==> src/rtl/seq_wide_adder_ctrl_pkg.sv <==
// Shared types and constants for the sequential wide adder.
// Optional build macro: SEQ_ADD_SUB_EN (adds subtract mode).
package seq_add_pkg;

  // Controller state encoding
  typedef enum logic [1:0] {
    IDLE = 2'd0,
    RUN  = 2'd1,
    DONE = 2'd2
  } seq_add_state_t;

  // Default operand and slice widths
  localparam int DEFAULT_OP_W    = 16;
  localparam int DEFAULT_SLICE_W = 4;

  // Slice counter width: $clog2 of the slice count, never below one bit
  function automatic int cnt_width(input int n);
    return (n <= 2) ? 1 : $clog2(n);
  endfunction

endpackage

==> src/rtl/seq_wide_adder_ctrl_if.sv <==
// Operand/result handshake bundle for seq_wide_adder_ctrl.
// Optional build macro: SEQ_ADD_SUB_EN adds the op_sub_in signal.
interface seq_wide_adder_ctrl_if #(
  parameter int OP_W = seq_add_pkg::DEFAULT_OP_W
);
  logic            valid_in;
  logic            ready_o;
  logic [OP_W-1:0] a_in;
  logic [OP_W-1:0] b_in;
  logic            c_in;
`ifdef SEQ_ADD_SUB_EN
  logic            op_sub_in;
`endif
  logic            valid_o;
  logic            ready_in;
  logic [OP_W-1:0] sum_o;
  logic            carry_o;
  logic            busy_o;

  // Adder side
  modport slave (
    input  valid_in, a_in, b_in, c_in, ready_in,
`ifdef SEQ_ADD_SUB_EN
    input  op_sub_in,
`endif
    output ready_o, valid_o, sum_o, carry_o, busy_o
  );

  // Requester / consumer side
  modport master (
    output valid_in, a_in, b_in, c_in, ready_in,
`ifdef SEQ_ADD_SUB_EN
    output op_sub_in,
`endif
    input  ready_o, valid_o, sum_o, carry_o, busy_o
  );
endinterface

==> src/rtl/rca_slice.sv <==
// Combinational SLICE_W-bit ripple-carry adder built from full-adder bits.
module rca_slice #(
  parameter int SLICE_W = 4
) (
  input  logic [SLICE_W-1:0] a,
  input  logic [SLICE_W-1:0] b,
  input  logic               cin,
  output logic [SLICE_W-1:0] sum,
  output logic               cout
);
  logic [SLICE_W:0] carry;

  assign carry[0] = cin;

  // One full adder per bit, carries rippling upward
  for (genvar gi = 0; gi < SLICE_W; gi++) begin : g_fa
    assign sum[gi]     = a[gi] ^ b[gi] ^ carry[gi];
    assign carry[gi+1] = (a[gi] & b[gi]) | (carry[gi] & (a[gi] ^ b[gi]));
  end

  assign cout = carry[SLICE_W];
endmodule

==> src/rtl/seq_wide_adder_ctrl.sv <==
// Sequential wide adder: one narrow ripple-carry slice reused over
// OP_W/SLICE_W cycles, carry chained through a register.
// Optional build macro: SEQ_ADD_SUB_EN (A-B via invert-and-add-one).
module seq_wide_adder_ctrl
  import seq_add_pkg::*;
#(
  parameter int OP_W    = DEFAULT_OP_W,
  parameter int SLICE_W = DEFAULT_SLICE_W
) (
  input  logic                  clk,
  input  logic                  reset_n,
  seq_wide_adder_ctrl_if.slave  bus
);
  localparam int N_SLICE = OP_W / SLICE_W;
  localparam int CNT_W   = cnt_width(N_SLICE);
  localparam logic [CNT_W-1:0] LAST_CNT = CNT_W'(N_SLICE - 1);

  seq_add_state_t    state_reg;
  logic [OP_W-1:0]   a_sh_reg;
  logic [OP_W-1:0]   b_sh_reg;
  logic [OP_W-1:0]   sum_acc_reg;
  logic [OP_W-1:0]   sum_out_reg;
  logic              carry_reg;
  logic              carry_out_reg;
  logic [CNT_W-1:0]  cnt_reg;
  logic              ready_reg;
  logic              valid_reg;
  logic              busy_reg;

  logic [SLICE_W-1:0] slice_sum;
  logic               slice_cout;
  logic [OP_W-1:0]    sum_acc_next;

  // The single shared adder slice works on the low bits of the shifters
  rca_slice #(.SLICE_W(SLICE_W)) u_slice (
    .a    (a_sh_reg[SLICE_W-1:0]),
    .b    (b_sh_reg[SLICE_W-1:0]),
    .cin  (carry_reg),
    .sum  (slice_sum),
    .cout (slice_cout)
  );

  // Slice sums enter at the top so the first (LSB) slice ends at the bottom
  if (N_SLICE > 1) begin : g_multi
    assign sum_acc_next = {slice_sum, sum_acc_reg[OP_W-1:SLICE_W]};
  end else begin : g_single
    assign sum_acc_next = slice_sum;
  end

  // Controller FSM with registered handshake outputs
  always_ff @(posedge clk or negedge reset_n) begin
    if (!reset_n) begin
      state_reg     <= IDLE;
      a_sh_reg      <= '0;
      b_sh_reg      <= '0;
      sum_acc_reg   <= '0;
      sum_out_reg   <= '0;
      carry_reg     <= 1'b0;
      carry_out_reg <= 1'b0;
      cnt_reg       <= '0;
      ready_reg     <= 1'b1;
      valid_reg     <= 1'b0;
      busy_reg      <= 1'b0;
    end else begin
      case (state_reg)
        IDLE: begin
          if (bus.valid_in && ready_reg) begin
            a_sh_reg  <= bus.a_in;
`ifdef SEQ_ADD_SUB_EN
            // Subtract as A + ~B + 1; the +1 rides in on the carry
            b_sh_reg  <= bus.op_sub_in ? ~bus.b_in : bus.b_in;
            carry_reg <= bus.op_sub_in ? 1'b1 : bus.c_in;
`else
            b_sh_reg  <= bus.b_in;
            carry_reg <= bus.c_in;
`endif
            cnt_reg   <= '0;
            ready_reg <= 1'b0;
            busy_reg  <= 1'b1;
            state_reg <= RUN;
          end
        end
        RUN: begin
          a_sh_reg    <= a_sh_reg >> SLICE_W;
          b_sh_reg    <= b_sh_reg >> SLICE_W;
          sum_acc_reg <= sum_acc_next;
          carry_reg   <= slice_cout;
          cnt_reg     <= cnt_reg + CNT_W'(1);
          if (cnt_reg == LAST_CNT) begin
            // Result becomes visible only here; it persists through IDLE
            sum_out_reg   <= sum_acc_next;
            carry_out_reg <= slice_cout;
            valid_reg     <= 1'b1;
            state_reg     <= DONE;
          end
        end
        DONE: begin
          if (bus.ready_in) begin
            valid_reg <= 1'b0;
            ready_reg <= 1'b1;
            busy_reg  <= 1'b0;
            state_reg <= IDLE;
          end
        end
        default: begin
          state_reg <= IDLE;
          ready_reg <= 1'b1;
          valid_reg <= 1'b0;
          busy_reg  <= 1'b0;
        end
      endcase
    end
  end

  assign bus.ready_o = ready_reg;
  assign bus.valid_o = valid_reg;
  assign bus.busy_o  = busy_reg;
  assign bus.sum_o   = sum_out_reg;
  assign bus.carry_o = carry_out_reg;

endmodule

==> src/flat_wrapper.sv <==
// flat-port wrapper written by rule: the top's interface ports become plain ports
module seq_wide_adder_ctrl_flat import seq_add_pkg::*;
#(
  parameter int OP_W    = DEFAULT_OP_W,
  parameter int SLICE_W = DEFAULT_SLICE_W
)
  (clk, reset_n, bus_valid_in, bus_a_in, bus_b_in, bus_c_in, bus_ready_in, bus_ready_o, bus_valid_o, bus_sum_o, bus_carry_o, bus_busy_o);
  seq_wide_adder_ctrl_if #(.OP_W(OP_W)) bus_i ();
  input  logic clk;
  input  logic reset_n;
  input wire logic [$bits(bus_i.valid_in)-1:0] bus_valid_in;
  input wire logic [$bits(bus_i.a_in)-1:0] bus_a_in;
  input wire logic [$bits(bus_i.b_in)-1:0] bus_b_in;
  input wire logic [$bits(bus_i.c_in)-1:0] bus_c_in;
  input wire logic [$bits(bus_i.ready_in)-1:0] bus_ready_in;
  output wire logic [$bits(bus_i.ready_o)-1:0] bus_ready_o;
  output wire logic [$bits(bus_i.valid_o)-1:0] bus_valid_o;
  output wire logic [$bits(bus_i.sum_o)-1:0] bus_sum_o;
  output wire logic [$bits(bus_i.carry_o)-1:0] bus_carry_o;
  output wire logic [$bits(bus_i.busy_o)-1:0] bus_busy_o;
  assign bus_i.valid_in = bus_valid_in;
  assign bus_i.a_in = bus_a_in;
  assign bus_i.b_in = bus_b_in;
  assign bus_i.c_in = bus_c_in;
  assign bus_i.ready_in = bus_ready_in;
  assign bus_ready_o = bus_i.ready_o;
  assign bus_valid_o = bus_i.valid_o;
  assign bus_sum_o = bus_i.sum_o;
  assign bus_carry_o = bus_i.carry_o;
  assign bus_busy_o = bus_i.busy_o;
  seq_wide_adder_ctrl #(.OP_W(OP_W), .SLICE_W(SLICE_W)) u_core (.clk(clk), .reset_n(reset_n), .bus(bus_i));
endmodule
==> config.mk <==
export PLATFORM = sky130hd
export DESIGN_NAME = seq_wide_adder_ctrl_flat
export DESIGN_NICKNAME = d
export VERILOG_FILES = /design/src/rtl/seq_wide_adder_ctrl_pkg.sv /design/src/rtl/seq_wide_adder_ctrl_if.sv /design/src/rtl/rca_slice.sv /design/src/rtl/seq_wide_adder_ctrl.sv /design/src/flat_wrapper.sv
export SDC_FILE = /design/constraint.sdc
export NUM_CORES = 1
export LEC_CHECK = 0
export CAP_MARGIN = 10
export CORE_ASPECT_RATIO = 1.1
export CORE_UTILIZATION = 43
export CTS_CLUSTER_DIAMETER = 60
export CTS_CLUSTER_SIZE = 30
export DETAILED_ROUTE_END_ITERATION = 7
export GPL_TIMING_DRIVEN = 0
export HOLD_SLACK_MARGIN = 0.03
export MAX_ROUTING_LAYER = met4
export PLACE_DENSITY_LB_ADDON = 0.1
export SLEW_MARGIN = 20
export SYNTH_ARGS = -nofsm -noshare
export SYNTH_HDL_FRONTEND = slang
export SYNTH_SLANG_ARGS = --single-unit
==> constraint.sdc <==
create_clock -name clk -period 5.6 [get_ports clk]
set_clock_uncertainty 0.15 [all_clocks]
set_input_delay 0.84 -clock clk [delete_from_list [all_inputs] [get_ports clk]]
set_output_delay 0.84 -clock clk [all_outputs]
set_load 0.01 [all_outputs]
After elaboration in Yosys (flattened, before gate mapping)
Index checks and enable logic that the tools add are counted.

Bits in registers: 73. Input bits: 37. Output and inout bits: 20. Logic and storage cells: 68.

Add/sub/neg operators: 1. Equality and inequality tests: 6. Multiplexer cells: 20. Bitwise gates (word level): 22. Reductions and logical operators: 8.

Operators with widths (count): one-hot mux 16 bit (2 select lines) (2); two-way mux 16 bit (2); one-hot mux 1 bit (3 select lines) (3); AND reduction 3 bit (3); AND 1 bit (8); two-way mux 2 bit (4); bitwise XOR 1 bit (8); two-way mux 1 bit (6); one-hot mux 2 bit (3 select lines) (1); equality test 2 bit, second input constant (2); != test 2 x 1 -> 1 bit, second input constant (2); bitwise OR 1 bit (4); one-hot mux 2 bit (2 select lines) (1); AND reduction 2 bit (2); adder 2 x 1 -> 2 bit, second input constant (1); equality test 2 x 1 -> 1 bit, second input constant (1); zero test 2 bit (1); != test 2 bit, second input constant (1); inverter 1 bit (2); one-hot mux 1 bit (2 select lines) (1); nonzero test 2 bit (1); logical AND 1 bit (1).

Longest topological paths before layout
Depth in word-level cells: 10. Depth in mapped cells: 8. Depth with buffers taken out: 8.

Hierarchy
A second synthesis with hierarchy kept.

Cell total of the unflattened synthesis: 264. Area, all modules: 2982.9 µm².

Modules (own cells, without submodules): seq_wide_adder_ctrl (instances 1, cells an instance 250, area each 2865.2 µm²); rca_slice (instances 1, cells an instance 14, area each 117.6 µm²).

Worst setup path after synthesis
Ideal clock, no wire load.

Path kind: register -> register. Start point: register u_core.carry_reg. End point: register u_core.sum_acc_reg[15]. Arrival: 1.997 ns. Data required time: 5.367 ns. Setup slack: 3.371 ns. Stages on the path, launching flop included: 9. Buffers on the path: 0. Cell sequence: dfrtp_1 > fa_1 > inv_1 > fa_1 > inv_1 > fa_1 > inv_1 > fa_1 > o21ai_0.

Word-level cells in the longest chain between the ends: 7.

RTL lines: from (decl) (line seq_wide_adder_ctrl.sv:23) `logic carry_reg;`; from (signal assigned) (line seq_wide_adder_ctrl.sv:75) `carry_reg <= bus.c_in;`; from (signal assigned) (line seq_wide_adder_ctrl.sv:87) `carry_reg <= slice_cout;`; AND 1 bit (line rca_slice.sv:18) `assign carry[gi+1] = (a[gi] & b[gi]) | (carry[gi] & (a[gi] ^ b[gi]));`; bitwise OR 1 bit (line rca_slice.sv:18); AND 1 bit (line rca_slice.sv:18); bitwise OR 1 bit (line rca_slice.sv:18); AND 1 bit (line rca_slice.sv:18); bitwise OR 1 bit (line rca_slice.sv:18); bitwise XOR 1 bit (line rca_slice.sv:17) `assign sum[gi] = a[gi] ^ b[gi] ^ carry[gi];`; to (signal assigned) (line seq_wide_adder_ctrl.sv:86) `sum_acc_reg <= sum_acc_next;`; to (decl) (line seq_wide_adder_ctrl.sv:21) `logic [OP_W-1:0] sum_acc_reg;`.

No other way between the ends. A chain may end at the register's enable or synchronous reset.

Worst setup path in the final report
Start point: register u_core.ready_reg, in the netlist u_core.bus.ready_o. End point: output bus_ready_o.

RTL lines: from (decl) (line seq_wide_adder_ctrl.sv:26) `logic ready_reg;`; from (signal assigned) (line seq_wide_adder_ctrl.sv:61) `ready_reg <= 1'b1;`; from (signal assigned) (line seq_wide_adder_ctrl.sv:78) `ready_reg <= 1'b0;`; from (signal assigned) (line seq_wide_adder_ctrl.sv:100) `ready_reg <= 1'b1;`; to (decl) (line flat_wrapper.sv:16) `output wire logic [$bits(bus_i.ready_o)-1:0] bus_ready_o;`.

No word-level cell between the ends.

==> flow_metrics.env <==
export IMPL_p_leak_uw=0.001877
export IMPL_gp_congestion=0.7652
export IMPL_vias=2233
export IMPL_path_cells="clkdlybuf4s50_1"
export IMPL_final_cell_mix="dfrtp_1 (68), nand2_1 (67), clkdlybuf4s50_1 (55), a21oi_2 (37), nor2_1 (27)"
export IMPL_cts_htree_levels=3
export IMPL_final_common_cell="dfrtp_1"
export IMPL_area_delta_synth_final_pct=27.07
export IMPL_drive_gt1_frac=0.2369
export IMPL_critical_path_max_stage_delay_ps=600
export IMPL_cts_tree="built"
export IMPL_port_buffers=56
export IMPL_final_cell_count_no_fill=448
export IMPL_crit_path_end_kind="output port"
export IMPL_antenna_cells=0
export IMPL_routedWlPerCell_um=13.92
export IMPL_hold_class="in -> async"
export IMPL_dpl_hpwl_um=4449
export IMPL_wl_um=6238
export IMPL_crit_family="flip-flops"
export IMPL_syn_avg_cell_area_um2=10.80
export IMPL_ys_top_cells_by_area="dfrtp_1 (54%), a21oi_2 (10%), nand2_1 (8.0%)"
export IMPL_critical_path_class="reg -> out"
export IMPL_layout_setup_ws_ps=3112
export IMPL_fin_nets=401
export IMPL_yosysWarnings=0
export IMPL_die_w_um=83.52
export IMPL_rsz0062_at_grt="false"
export IMPL_cts_resized=0
export IMPL_preCtsSetupSlack_ps=3205
export IMPL_clock_sinks=69
export IMPL_antenna_found_initial=0
export IMPL_die_h_um=91.67
export IMPL_max_freq_ghz=0.4019
export IMPL_clk_path_buf_depth=2
export IMPL_r2r_slack_ps=3260
export IMPL_crit_path_max_fanout=6
export IMPL_worst_slew_pin_slew_ps=573.5
export IMPL_arrival_ps=1500
export IMPL_relSlewSlack=0.6176
export IMPL_syn_area_mm2=0.003143
export IMPL_status="completed"
export IMPL_yosys_area_top_type_share=0.5414
export IMPL_endpoint="bus_ready_o"
export IMPL_cts_root_buffer="clkbuf_8"
export IMPL_ys_ff_latch=69
export IMPL_drc=0
export IMPL_cts_buffers=9
export IMPL_cts_setup_buffers=0
export IMPL_gr_total_overflow=0
export IMPL_syn_num_nets=333
export IMPL_dp_cells=433
export IMPL_rr_worst_depth=8
export IMPL_r2r_start="u_core.carry_reg"
export IMPL_fp_row_count=32
export IMPL_initial_core_util=0.4460
export IMPL_final_min_clock_period_ps=2488
export IMPL_grt_max_degree=57
export IMPL_synth_area_leader_cell="dfrtp_1"
export IMPL_r2r_end="u_core.sum_acc_reg[15]"
export IMPL_worst_ir_drop_vdd_v=0.0002291
export IMPL_postSynthCellCount=291
export IMPL_period_share=0.4444
export IMPL_worst_path_buf_inv=1
export IMPL_pwr_density_cell_mw_per_mm2=481.3
export IMPL_synth_seq_area_share=0.5498
export IMPL_finalSetupTns_ps=0
export IMPL_crit_slowest_cell="dfstp_2"
export IMPL_ioPinCount=57
export IMPL_gr_usage_all_layers=0.1892
export IMPL_ant_nets=0
export IMPL_final_setup_viol_count=0
export IMPL_cp_depth=1
export IMPL_slew_viol_final=0
export IMPL_fp_dieArea_mm2=0.007655
export IMPL_cp_start_kind="flop"
export IMPL_drt_initial_drc_count=83
export IMPL_cts_hold_buf=0
export IMPL_first_global_vias=2178
export IMPL_core_mm2=0.007047
export IMPL_cap_violations=0
export IMPL_grt_pass1_wl_um=10780
export IMPL_finalHoldViolCount=0
export IMPL_power_uw=1922
export IMPL_clk_pin_slew_ps=70
export IMPL_avgViaCountPerCell=4.984
export IMPL_synth_cell_type_count=28
export IMPL_startpoint="u_core.bus.ready_o"
export IMPL_insertion_delay_ps=330
export IMPL_drt_pass1_iterations=4
export IMPL_cp_required_ps=4610
==> synthesized netlist by cell type <==
| cell type | instances |
|---|---|
| ha_1 | 1 |
| mux2_2 | 11 |
| a21o_1 | 1 |
| clkbuf_1 | 2 |
| a21oi_2 | 37 |
| o21ai_0 | 9 |
| nor2_1 | 27 |
| nand2_2 | 3 |
| nand2_1 | 67 |
| mux2_1 | 4 |
| a22oi_1 | 2 |
| dfstp_2 | 1 |
| nand2b_1 | 1 |
| nand3b_2 | 1 |
| a22o_1 | 6 |
| inv_1 | 8 |
| nor2b_4 | 1 |
| fa_1 | 4 |
| and3b_1 | 1 |
| dfrtp_1 | 68 |
| buf_6 | 3 |
| nand3b_4 | 1 |
| a21oi_1 | 17 |
| buf_12 | 2 |
| buf_2 | 7 |
| nor3_2 | 1 |
| or2_0 | 1 |
| buf_4 | 4 |
==> final cells by class <==
class,instances,area (um2)
Clock buffer,13,148.9
Timing Repair Buffer,57,585.6
Multi-Input combinational cell,196,1239
Inverter,8,30.03
Tap cell,85,106.4
Buffer,18,146.4
Clock inverter,2,10.01
Fill cell,649,3053
Sequential cell,69,1728
==> layer usage <==
layer	up-vias	track usage	routed length, um
met5	-	-	0
met4	0	0.07203	95
met3	7	0.04770	234
met2	49	0.2842	2869
met1	1077	0.2493	3040
li1	1100	-	-
==> worst min path at each step <==
stage	start	to	slack, ps	cells after the start
global placement	u_core.sum_acc_reg[6]	u_core.sum_acc_reg[6]	310	2
finish	reset_n	u_core.bus.valid_o	200	1
floorplan	u_core.sum_acc_reg[4]	u_core.sum_acc_reg[4]	290	2
detailed placement	u_core.sum_acc_reg[4]	u_core.sum_acc_reg[4]	310	2
global route	reset_n	u_core.bus.valid_o	200	1
CTS	reset_n	u_core.bus.valid_o	190	1
==> kinds of logic (layout without fill, tap and decap cells) <==
family	count (synthesis)	count (layout)	synth area share
flops	69	69	0.5498
simple gates	104	104	0.1425
compound gates	72	72	0.1684
buf+inv	26	98	0.05613
fa+ha+maj	5	5	0.02946
mux	15	15	0.05374
==> worst register-to-register path: stages, from the launching register on <==
cell and delay, ps:
dfrtp_1 400, fa_1 420, inv_1 80, fa_1 160, inv_1 50, fa_1 350, inv_1 80, fa_1 420
o21ai_0 160
==> where the power goes <==
group | total (uW) | switching (uW) | internal (uW)
clock network | 342 | 173 | 170
registers | 834 | 122 | 713
logic | 746 | 370 | 376
total | 1920 | 664 | 1260
==> metrics by stage <==
stage          cell area, um2  hold slack [ps]  utilization
2_1_floorplan            3143            288.6            -
3_3_place_gp             3810            306.1       0.5407
3_5_place_dp             3835            310.7       0.5442
4_1_cts                  3994            189.1       0.5668
5_1_grt                  3994            197.5       0.5668
6_report                 3994            199.2       0.5668
Power figures use the tool's default switching activity.
